`src/rtl/rtc_read_ctrl.sv`:
```
// rtc_read_ctrl
//   Sequences one read cycle on a multiplexed address/data RTC bus:
//   address phase (ALE high), address hold, read strobe with data capture,
//   recovery, then a one-cycle done pulse.
//
// Parameters (0 is treated as 1, legal range 1..255):
//   T_ALE  - cycles ALE is high with the address driven
//   T_HOLD - cycles the address stays on the bus after ALE falls
//   T_RD   - cycles CS_N/RD_N are low
//   T_REC  - recovery cycles after RD_N rises
//
// Ports:
//   clk        - system clock, rising edge
//   rst        - synchronous active-high reset
//   arranque   - read request level, held high until listo
//   addr       - RTC register address to read
//   ad_in      - multiplexed bus input from the pad
//   ad_out     - address driven onto the bus
//   ad_oe      - bus output enable (1 = drive ad_out)
//   ale        - address latch enable, active-high
//   cs_n       - chip select, active-low
//   rd_n       - read strobe, active-low
//   wr_n       - write strobe, always 1
//   dato_leido - last byte read
//   listo      - one-cycle done pulse
//   busy       - high in every state except IDLE (only with RTC_RD_BUSY_EN)
//
// Build option: define RTC_RD_BUSY_EN to add the busy output.

module rtc_read_ctrl #(
    parameter int unsigned T_ALE  = 4,
    parameter int unsigned T_HOLD = 2,
    parameter int unsigned T_RD   = 8,
    parameter int unsigned T_REC  = 4
) (
    input  logic       clk,
    input  logic       rst,
    input  logic       arranque,
    input  logic [7:0] addr,
    input  logic [7:0] ad_in,
    output logic [7:0] ad_out,
    output logic       ad_oe,
    output logic       ale,
    output logic       cs_n,
    output logic       rd_n,
    output logic       wr_n,
    output logic [7:0] dato_leido,
    output logic       listo
`ifdef RTC_RD_BUSY_EN
    ,
    output logic       busy
`endif
);

    localparam int unsigned ALE_N  = (T_ALE  == 0) ? 1 : T_ALE;
    localparam int unsigned HOLD_N = (T_HOLD == 0) ? 1 : T_HOLD;
    localparam int unsigned RD_N_C = (T_RD   == 0) ? 1 : T_RD;
    localparam int unsigned REC_N  = (T_REC  == 0) ? 1 : T_REC;

    // The counter is loaded with (cycles - 1) on phase entry and the phase
    // ends in the cycle where it reads zero.
    localparam logic [7:0] ALE_LD  = 8'(ALE_N  - 1);
    localparam logic [7:0] HOLD_LD = 8'(HOLD_N - 1);
    localparam logic [7:0] RD_LD   = 8'(RD_N_C - 1);
    localparam logic [7:0] REC_LD  = 8'(REC_N  - 1);

    typedef enum logic [2:0] {
        IDLE,
        ADDR,
        HOLD,
        READ,
        RECOV,
        DONE
    } state_t;

    state_t     state, state_nxt;
    logic [7:0] cnt, cnt_nxt;

    always_ff @(posedge clk) begin
        if (rst) begin
            state      <= IDLE;
            cnt        <= '0;
            ad_out     <= '0;
            dato_leido <= '0;
        end else begin
            state <= state_nxt;
            cnt   <= cnt_nxt;
            if (state == IDLE && arranque) begin
                ad_out <= addr;
            end
            if (state == READ && cnt == '0) begin
                dato_leido <= ad_in;
            end
        end
    end

    always_comb begin
        state_nxt = state;
        cnt_nxt   = cnt;
        ad_oe     = 1'b0;
        ale       = 1'b0;
        cs_n      = 1'b1;
        rd_n      = 1'b1;
        listo     = 1'b0;
        case (state)
            IDLE: begin
                if (arranque) begin
                    state_nxt = ADDR;
                    cnt_nxt   = ALE_LD;
                end
            end
            ADDR: begin
                ad_oe = 1'b1;
                ale   = 1'b1;
                if (cnt == '0) begin
                    state_nxt = HOLD;
                    cnt_nxt   = HOLD_LD;
                end else begin
                    cnt_nxt = cnt - 8'd1;
                end
            end
            HOLD: begin
                ad_oe = 1'b1;
                if (cnt == '0) begin
                    state_nxt = READ;
                    cnt_nxt   = RD_LD;
                end else begin
                    cnt_nxt = cnt - 8'd1;
                end
            end
            READ: begin
                cs_n = 1'b0;
                rd_n = 1'b0;
                if (cnt == '0) begin
                    state_nxt = RECOV;
                    cnt_nxt   = REC_LD;
                end else begin
                    cnt_nxt = cnt - 8'd1;
                end
            end
            RECOV: begin
                if (cnt == '0) begin
                    state_nxt = DONE;
                    cnt_nxt   = '0;
                end else begin
                    cnt_nxt = cnt - 8'd1;
                end
            end
            DONE: begin
                listo     = 1'b1;
                state_nxt = IDLE;
                cnt_nxt   = '0;
            end
            default: begin
                state_nxt = IDLE;
                cnt_nxt   = '0;
            end
        endcase
    end

    assign wr_n = 1'b1;

`ifdef RTC_RD_BUSY_EN
    assign busy = (state != IDLE);
`endif

endmodule

```
`config.mk`:
```
export PLATFORM = sky130hd
export DESIGN_NAME = rtc_read_ctrl
export DESIGN_NICKNAME = d
export VERILOG_FILES = /design/src/rtl/rtc_read_ctrl.sv
export SDC_FILE = /design/constraint.sdc
export NUM_CORES = 1
export LEC_CHECK = 0
export ABC_AREA = 1
export BUFFER_PORTS_ARGS = -buffer_cell sky130_fd_sc_hd__buf_2
export CAP_MARGIN = 5
export CORE_MARGIN = 2
export CORE_UTILIZATION = 45
export DETAILED_ROUTE_END_ITERATION = 16
export PLACE_DENSITY = 0.74
export SLEW_MARGIN = 20
export SYNTH_ARGS = -nofsm -noshare
export SYNTH_HDL_FRONTEND = slang
export SYNTH_SLANG_ARGS = --single-unit
```
`constraint.sdc`:
```
create_clock -name clk -period 1.3 [get_ports clk]
set_input_delay 0.39 -clock clk [delete_from_list [all_inputs] [get_ports clk]]
set_output_delay 0.39 -clock clk [all_outputs]
set_load 0.01 [all_outputs]
```
Yosys cells after proc, flatten, opt, wreduce, memory -nomap -nowiden:

Index checks and enable logic that the tools add are counted.

* flip-flop bits (word level): 27
* bits of input ports: 19

* add/sub/neg operators: 1
* equality and inequality tests: 10
* mux-type cells: 16
* reductions and logical operators: 6

Operators with widths (number)
* 2-to-1 mux 8 bit: 5
* case mux 8 bit (5 select lines): 1
* 2-to-1 mux 3 bit: 5
* case mux 3 bit (5 select lines): 1
* logical NOT 8 bit: 1
* inequality test 2 bit, second input constant: 4
* subtractor 8 x 1 -> 8 bit, second input constant: 1
* == test 3 x 2 -> 1 bit, second input constant: 2
* == test 3 bit, second input constant: 2
* AND reduction 5 bit: 1
* 2-to-1 mux 1 bit: 4
* == test 3 x 1 -> 1 bit, second input constant: 1
* logical NOT 3 bit: 1
* logical AND 1 bit: 2
* inequality test 2 x 1 -> 1 bit, second input constant: 1
* OR reduction 2 bit: 1

Logic depth before layout (Yosys ltp):

Gate-level depths: netlist (run 1).

* word-level depth: 3
* mapped depth: 9
* mapped depth without buffers: 9

Least setup slack after synthesis (run 1):

Ideal clock, no wire load.

* path kind: register -> register
* from: register cnt[0]
* to: register dato_leido[2]
* setup time: 116 ps
* arrival time: 1183 ps
* required time: 1184 ps
* path slack: 1 ps
* cell stages (with the launch flop): 10
* buffers on the path: 0
* cells stage by stage: dfxtp_1 -> inv_1 -> ha_1 -> nand2_1 -> nor2_8 -> inv_4 -> nor2_8 -> inv_4 -> nor2_1 -> nor2_1

* word-level cells in the longest chain between the ends: 2

RTL lines
* start, declared: RTL line 77 `logic [7:0] cnt, cnt_nxt;`
* start signal, assigned: RTL line 87 `cnt <= cnt_nxt;`
* logical NOT 8 bit: RTL line 91 `if (state == READ && cnt == '0) begin`
* logical AND 1 bit: RTL line 91
* end signal, assigned: RTL line 92 `dato_leido <= ad_in;`
* end, declared: RTL line 47 `output logic [7:0] dato_leido,`

No other way between the ends.
A chain may end at the register's enable or synchronous reset.

Worst setup path after layout (run 1):

* from: register state[1]
* to: register cnt[3]

* word-level cells in the longest chain between the ends: 2
* elaborated cells on any way between the ends: 7
* classes of those cells: eq/ne: 5; mux: 1; reduce/logical: 1

RTL lines
* start, declared: RTL line 76 `state_t state, state_nxt;`
* start signal, assigned: RTL line 86 `state <= state_nxt;`
* == test 3 bit (tied with other cells): RTL line 105 `case (state)`
* case mux 8 bit (5 select lines) / inequality test 2 bit (equally long branches)

Several ways; a longest one is shown, not always the timed one.

==> flow_summary.toml, run 1 <==
[synth]
synth-main-ff-cell = "dfxtp_1"
avgSynthCellArea_um2 = 7.272
ys_seq_area_share_pct = 41.06
synth_area_leaders = "dfxtp_1, nand2_1, nor2_1, a21oi_1, nand3_1"
synth.most_common_cell = "nand2_1"
ys_async_sr_fraction_pct = 0
syn_inst = 181
synth_top_area_cell = "dfxtp_1"
synth_common_cells = "nand2_1, nor2_1, dfxtp_1"
ys_types = 28
synth_edf_count = 0
synth_area_um2 = 1316
syn-num-nets = 202
synth-seq-cells = 27
synth_top_area_share_pct = 41.06
yosysWarnings = 0

[sta]
tns_ns = -2.644
setup_violations = 29
min_period_ns = 1.513
drv_slew = 0
fin_crit_sh_pct = 116.4
hold_viol = 0
setup_slack_ns = -0.2133
rsz0062_at_grt = "true"
fin_worst_skew_ns = 0.001576
max_freq_ghz = 0.6608

[worst_setup_path]
worst-setup-path-type = "reg2reg"
crit_arrival_ns = 1.75
reg2reg_slack_ns = -0.21
crit_fanout = 5
crit_path_start_kind = "register"
cp_data_required_time_ns = 1.54
cp-end-kind = "register"

[finish]
diodes = 0
fill_cells = 184
nets = 271
drive_gt1_share_pct = 55.82
area_growth_pct = 57.41

[clock_tree]
htree_levels = 1
cts_tree = "yes"
clockBufferDepth = 2
cts_sinks = 27
clk_latency_ns = 0.33
ctsHoldBuffers = 0
clk_pin_slew_ns = 0.15
numCtsBuffers = 3
cts_root_buf = "clkbuf_4"

[global_routing]
overflow = 0
antenna_found_initial = 0
grt_pass1_vias = 1308
grt_pass1_wl_um = 5733
grt_usage_pct = 21.97
grt_max_degree = 17

[detailed_routing]
drt_iter0_drc = 42
first_pass_iters = 6
wl_per_cell_um = 14.30
drt-total-wl_um = 4005
viasPerCell = 5.243
vias = 1468
drc = 0
drtAntennaViolNets = 0

[run_status]
violations = "negative setup slack"
status = "finished, violations left"

[floorplan]
io_pins = 41
core_area_um2 = 2758
start_util_pct = 47.73
row_count = 19
die_x_um = 58.09
die-area_um2 = 3374
die_h_um = 58.09

[power]
vdd_drop_max_mv = 2.049
leakagePower_nw = 0.9645
power_density_nw_per_um2 = 2551
total_power_mw = 5.285

[job]
drv_cap = 0

[placed_design]
portBuffers = 39
hpwl_um = 2161
place_congestion = 0.7703

[hold_path]
hold_class = "in2reg"
layout by cell type, fill, tap and decap left out, types with 4 or more instances in the layout:
master,count
buf_4,28
nor2_4,12
nand3_1,9
nor2_1,18
dfxtp_2,4
nand2_2,7
dfxtp_1,20
inv_1,6
buf_2,36
o21ai_1,8
o21ai_0,4
nand2_4,4
a21oi_2,6
a21oi_1,12
nand2_1,25
inv_2,5
buf_6,5
nor2_2,4
critical path, cell delays in order (launching register included):
cell and delay [ns]:
dfxtp_4 0.41, buf_4 0.17, nor2_4 0.18, nand2_8 0.09, nor2_4 0.11, inv_2 0.08, nand2_1 0.09, xor2_1 0.20
nor2_1 0.08
layout make-up:
cell class              count  area, um2  share of cell area (%)
multi-input cells         132      910.9                   43.96
flip-flops and latches     27      556.8                   26.87
repair buffers             69      446.7                   21.56
inverters                  17      88.84                   4.287
well taps                  31      38.79                   1.872
clock buffers               3      22.52                   1.087
clock inverters             1      7.507                  0.3623
through the flow:
stage | cell area [um2] | cells | utilization, % | hold slack (ns) | setup slack, ns
2_1_floorplan | 1316 | 181 | - | 0.4591 | 0.001292
3_3_place_gp | 1624 | 259 | 58.89 | 0.4459 | -0.04380
3_5_place_dp | 1624 | 259 | 58.89 | 0.4526 | -0.08144
4_1_cts | 1873 | 274 | 67.92 | 0.2646 | -0.1666
5_1_grt | 2072 | 280 | 75.14 | 0.2708 | -0.2530
6_report | 2072 | 280 | 75.14 | 0.2717 | -0.2133
sequential cells by signal (all words and copies together), names as in the netlist:
name and count:
ad_out 8, cnt 8, dato_leido 8, state 3
layer usage:
layer	vias to the layer above	part of all wire [%]	global-route usage, %
met3	14	5.1	5.134
li1	718	-	-
met4	0	2.9	10.30
met1	687	40	27.78
met2	49	52	35.39
met5	-	0	0
cell families (layout without fill, tap and decap cells):
kind of cell / count (synthesis) / count (layout) / share of synthesized area, %
simple gates: 92 / 93 / 33.84
buf+inv: 23 / 90 / 7.604
other cells: 1 / 1 / 0.2849
xor+xnor: 2 / 2 / 1.331
fa+ha+maj: 2 / 2 / 1.901
flops: 27 / 27 / 41.06
compound gates: 34 / 34 / 13.97
what timing repair did:
action	CTS	global route
pin swaps	15	23
gates resized for setup	42	43
endpoints found under the setup margin	22	32
gates cloned	1	0
buffers inserted	11	6
final timing paths:
| check | endpoint | cells past startpoint | from |
|---|---|---|---|
| setup reg to reg | cnt[3] | 8 | state[1] |
| hold reg to reg | ad_out[0] | 2 | ad_out[0] |
| hold / removal | dato_leido[5] | 3 | ad_in[5] |
| setup / recovery | cnt[3] | 8 | state[1] |
power breakdown:
part | internal [mW] | switching, mW | total (mW)
clock | 0.118 | 0.259 | 0.378
sequential | 1.07 | 0.224 | 1.30
combinational | 1.50 | 2.11 | 3.61
total | 2.69 | 2.60 | 5.29
(Power assumes the default switching activity.)
==> inputs of run 2 (changes only) <==
--- a/config.mk
+++ b/config.mk
@@ -5,13 +5,13 @@
 export SDC_FILE = /design/constraint.sdc
 export NUM_CORES = 1
 export LEC_CHECK = 0
-export ABC_AREA = 1
+export ABC_AREA = 0
 export BUFFER_PORTS_ARGS = -buffer_cell sky130_fd_sc_hd__buf_2
 export CAP_MARGIN = 5
 export CORE_MARGIN = 2
 export CORE_UTILIZATION = 45
 export DETAILED_ROUTE_END_ITERATION = 16
-export PLACE_DENSITY = 0.74
+export PLACE_DENSITY = 0.75
 export SLEW_MARGIN = 20
 export SYNTH_ARGS = -nofsm -noshare
 export SYNTH_HDL_FRONTEND = slang
==> flow_summary.toml, run 2 <==
[detailed_routing]
drt_iter0_drc = 68
first_pass_iters = 7
viasPerCell = 5.795
wl_per_cell_um = 17.03
vias = 1582
drtAntennaViolNets = 0
drt-total-wl_um = 4649
drc = 0

[clock_tree]
cts_tree = "yes"
cts_root_buf = "clkbuf_4"
numCtsBuffers = 3
clk_latency_ns = 0.35
htree_levels = 1
clockBufferDepth = 2
cts_sinks = 27
clk_pin_slew_ns = 0.16

[worst_setup_path]
rr_endpoint = "cnt[3]"
crit_fanout = 3
rr_worst_depth = 8
crit_arrival_ns = 1.29
cp_data_required_time_ns = 0.91
worst-setup-path-type = "reg2out"
r2r_start = "cnt[0]"
cp-end-kind = "output port"
worstSetupStartpoint = "state[1]"
endpoint = "listo"
reg2reg_slack_ns = -0.36
crit_path_start_kind = "register"

[power]
total_power_mw = 4.573
leakagePower_nw = 1.070
power_density_nw_per_um2 = 2027
vdd_drop_max_mv = 1.521

[floorplan]
start_util_pct = 47.32
die_h_um = 57.85
core_area_um2 = 2758
die_x_um = 57.85
die-area_um2 = 3347
row_count = 19
io_pins = 41

[sta]
drv_slew = 0
min_period_ns = 1.680
rsz0062_at_grt = "true"
max_freq_ghz = 0.5954
fin_hold_ws_ns = 0.2580
fin_crit_sh_pct = 129.2
fin_worst_skew_ns = 0.009846
setup_violations = 32
hold_viol = 0
setup_slack_ns = -0.3797

[placed_design]
place_congestion = 0.8904
portBuffers = 39
dp_slack_ns = -0.2807
hpwl_um = 2686

[synth]
syn-num-nets = 175
synth_edf_count = 0
ys_async_sr_fraction_pct = 0
synth_area_leaders = "dfxtp_1, mux2i_1, nand2_1, a21oi_1, nor2_1"
synth.most_common_cell = "dfxtp_1"
ys_seq_area_share_pct = 41.42
synth_top_area_cell = "dfxtp_1"
avgSynthCellArea_um2 = 8.474
synth_common_cells = "dfxtp_1, nand2_1, nor2_1"
synth-seq-cells = 27
synth-main-ff-cell = "dfxtp_1"
synth_top_area_share_pct = 41.42
syn_inst = 154
synth_area_um2 = 1305
ys_types = 42
yosysWarnings = 0

[finish]
final_core_util_pct = 81.81
diodes = 0
final_common_cell = "buf_4"
largest_registers = "ad_out x8, cnt x8, dato_leido x8"
drive_gt1_share_pct = 63.64
area_growth_pct = 72.87
nets = 264
final_cell_mix = "buf_4, buf_2, dfxtp_1"

[global_routing]
grt_usage_pct = 28.85
grt_max_degree = 17
antenna_found_initial = 0
overflow = 0
grt_pass1_vias = 1595
grt_pass1_wl_um = 7258

[run_status]
status = "finished, violations left"
violations = "negative setup slack"

[job]
drv_cap = 0

[hold_path]
hold_class = "in2reg"
## run 2: cell families after synthesis
kind of cell             after synthesis  synth area share, %
other                                  1               0.2874
adder cells (fa/ha/maj)                2                1.917
AND/OR/NAND/NOR                       65                24.93
AO/OA/AOI/OAI                         34                17.45
flip-flops                            27                41.42
XOR/XNOR                               2                1.343
buffers and inverters                 12                4.218
multiplexers                          11                8.438
## run 2: worst max-delay path, stage by stage, from the launching register on
cell and delay (ns):
dfxtp_4 0.38, buf_6 0.12, buf_6 0.11, and3b_1 0.21, buf_2 0.13
## run 2: timing repair
| action | in CTS | in global routing |
|---|---|---|
| hold buffers | 0 | 0 |
| setup buffers | 15 | 7 |
| resized for setup | 40 | 25 |
| pin swaps | 19 | 11 |
| setup endpoints to repair | 32 | 32 |
## run 2: worst min path at each step
stage / start / slack, ns / depth (start not counted) / end
floorplan: cnt[0] / 0.44 / 1 / cnt[0]
global placement: ad_out[6] / 0.44 / 2 / ad_out[6]
detailed placement: ad_out[4] / 0.45 / 2 / ad_out[4]
CTS: addr[5] / 0.26 / 3 / ad_out[5]
global route: ad_in[1] / 0.26 / 3 / dato_leido[1]
finish: ad_in[6] / 0.26 / 3 / dato_leido[6]
## run 2: metrics by stage
step	TNS [ns]	instance area, um2	cells
finish	-7.947	2256	273
global route	-9.829	2256	273
detailed placement	-5.253	1832	251
CTS	-6.051	2137	269
global placement	-3.769	1832	251
floorplan	-3.889	1381	154
## run 2: final cells by class
class	instances	area, um2
clock inverters	1	7.507
flip-flops and latches	27	556.8
clock buffers	3	22.52
multi-input cells	115	947.2
inverters	3	11.26
repair buffers	93	671.9
well taps	31	38.79
fillers	149	501.7
## run 2: layer usage
layer | vias up | GRT usage [%] | wire (um)
met5 | - | 0 | 0
met4 | 0 | 15.95 | 183
met3 | 22 | 5.357 | 343
met2 | 105 | 52.27 | 2416
met1 | 737 | 31.37 | 1705
li1 | 718 | - | -
## run 2: where the power goes
part / total [mW] / switching (mW) / internal (mW)
logic: 3.06 / 1.48 / 1.57
registers: 1.12 / 0.130 / 0.987
clock network: 0.400 / 0.281 / 0.118
total: 4.57 / 1.89 / 2.68
==> inputs of run 3 (changes only) <==
--- a/config.mk
+++ b/config.mk
@@ -8,10 +8,12 @@
 export ABC_AREA = 0
 export BUFFER_PORTS_ARGS = -buffer_cell sky130_fd_sc_hd__buf_2
 export CAP_MARGIN = 5
+export CORE_ASPECT_RATIO = 0.8
 export CORE_MARGIN = 2
 export CORE_UTILIZATION = 45
 export DETAILED_ROUTE_END_ITERATION = 16
 export PLACE_DENSITY = 0.75
+export RECOVER_POWER = 25
 export SLEW_MARGIN = 20
 export SYNTH_ARGS = -nofsm -noshare
 export SYNTH_HDL_FRONTEND = slang
==> flow_summary.toml, run 3 (same netlist as run 2, synthesis figures left out) <==
[run_status]
status = "finished, violations left"
violations = "negative setup slack"

[worst_setup_path]
rr_worst_depth = 7
cpMaxStageDelayCell = "dfxtp_4"
crit_arrival_ns = 1.22
cp_data_required_time_ns = 0.91
cpPeakStageDelay_ns = 0.39
worst-setup-path-type = "reg2out"
crit_fanout = 5
endpoint = "ad_oe"
r2r_start = "state[0]"
crit_path_start_kind = "register"
cp_cell_sequence = "buf_6, nand2b_4, a21oi_2, buf_2"
rr_endpoint = "cnt[2]"
cp-end-kind = "output port"
reg2reg_slack_ns = -0.27
worstSetupStartpoint = "state[0]"

[placed_design]
hpwl_um = 2633
post_dp_cell_area_um2 = 1826
dp_slack_ns = -0.2895
portBuffers = 39
placed_cells = 256
place_congestion = 0.8496

[finish]
instances_no_fill = 273
drive_gt1_share_pct = 51.91
fill_cells = 198
final_common_cell = "buf_4"
diodes = 0
largest_registers = "ad_out x8, cnt x8, dato_leido x8"
area_growth_pct = 59.92
nets = 257
fin_area_um2 = 2087
final_cell_mix = "buf_4, buf_2, nand2_1"

[detailed_routing]
drt_iter0_drc = 48
vias = 1475
wl_per_cell_um = 14.49
first_pass_iters = 4
viasPerCell = 5.403
drt-total-wl_um = 3957
drc = 0
drtAntennaViolNets = 0

[floorplan]
die-area_um2 = 3350
row_count = 17
core_area_um2 = 2765
start_util_pct = 47.19
io_pins = 41
die_h_um = 52.17
die_x_um = 64.21

[clock_tree]
cts_sinks = 27
clk_latency_ns = 0.34
ctsHoldBuffers = 0
htree_levels = 1
cts_root_buf = "clkbuf_4"
clockBufferDepth = 2
clk_pin_slew_ns = 0.15
cts_tree = "yes"
numCtsBuffers = 3

[global_routing]
grt_pass1_wl_um = 6279
grt_pass1_vias = 1332
overflow = 0
antenna_found_initial = 0
grt_max_degree = 17
grt_usage_pct = 24.81

[sta]
min_period_ns = 1.606
setup_slack_ns = -0.3063
fin_worst_skew_ns = 0.007375
drv_slew = 0
hold_viol = 0
fin_crit_sh_pct = 123.6
rsz0062_at_grt = "true"
max_freq_ghz = 0.6226
setup_violations = 32

[power]
power_density_nw_per_um2 = 1919
vdd_drop_max_mv = 1.199
leakagePower_nw = 1.004
total_power_mw = 4.006

[hold_path]
hold_class = "in2reg"
whs_path_depth = 3

[job]
drv_cap = 0
## run 3: cell types whose count changed in the layout (fill, tap and decap cells not counted), moves of 8 or more
cell / delta
nand2_1: +10
a21oi_2: -8
nand2_2: -10
a21oi_1: +8
buf_6: -8
## run 3: routing by layer
layer,part of all wire (%),GRT usage (%),wire length (um)
met5,0,0,0
met4,2.1,7.447,82
met3,4.4,3.896,175
met2,53,45.66,2108
met1,40,30.11,1590
## run 3: worst min path at each step
stage | start | end
after floorplan | cnt[0] | cnt[0]
after global placement | ad_out[3] | ad_out[3]
after detailed placement | ad_out[4] | ad_out[4]
after CTS | ad_in[1] | dato_leido[1]
after global routing | ad_in[7] | dato_leido[7]
final | addr[0] | ad_out[0]
## run 3: critical path, delay by kind of cell, from the launching register on
kind                   cells  cell delay (ns)
buffers and inverters      2             0.26
AO/OA/AOI/OAI              1             0.11
flip-flops                 1             0.39
AND/OR/NAND/NOR            1             0.13
## run 3: final cells by class
type / instances / area, um2 / share of cell area, %
repair buffers: 86 / 576.8 / 27.64
clock buffers: 3 / 22.52 / 1.079
flip-flops and latches: 27 / 556.8 / 26.68
clock inverters: 1 / 7.507 / 0.3597
inverters: 3 / 11.26 / 0.5396
well taps: 38 / 47.55 / 2.278
multi-input cells: 115 / 864.6 / 41.43
## run 3: where the power goes
part	total [mW]	switching [mW]	internal, mW
Combinational	2.49	1.22	1.28
Sequential	1.13	0.144	0.987
Clock	0.380	0.262	0.118
Total	4.01	1.62	2.38
## run 3: repair_timing
item / CTS / global route
endpoints found under the setup margin: 32 / 32
pin swaps: 15 / 4
resized for setup: 27 / 5
gates cloned: 0 / 0
setup buffers: 12 / 2
## run 3: metrics by stage
stage	utilization [%]	setup TNS [ns]	hold slack, ns
after floorplan	-	-3.889	0.4398
after global placement	66.02	-3.602	0.4392
after detailed placement	66.02	-5.289	0.4430
after CTS	74.84	-6.199	0.2754
after global routing	75.48	-9.016	0.2821
final	75.48	-6.880	0.2713
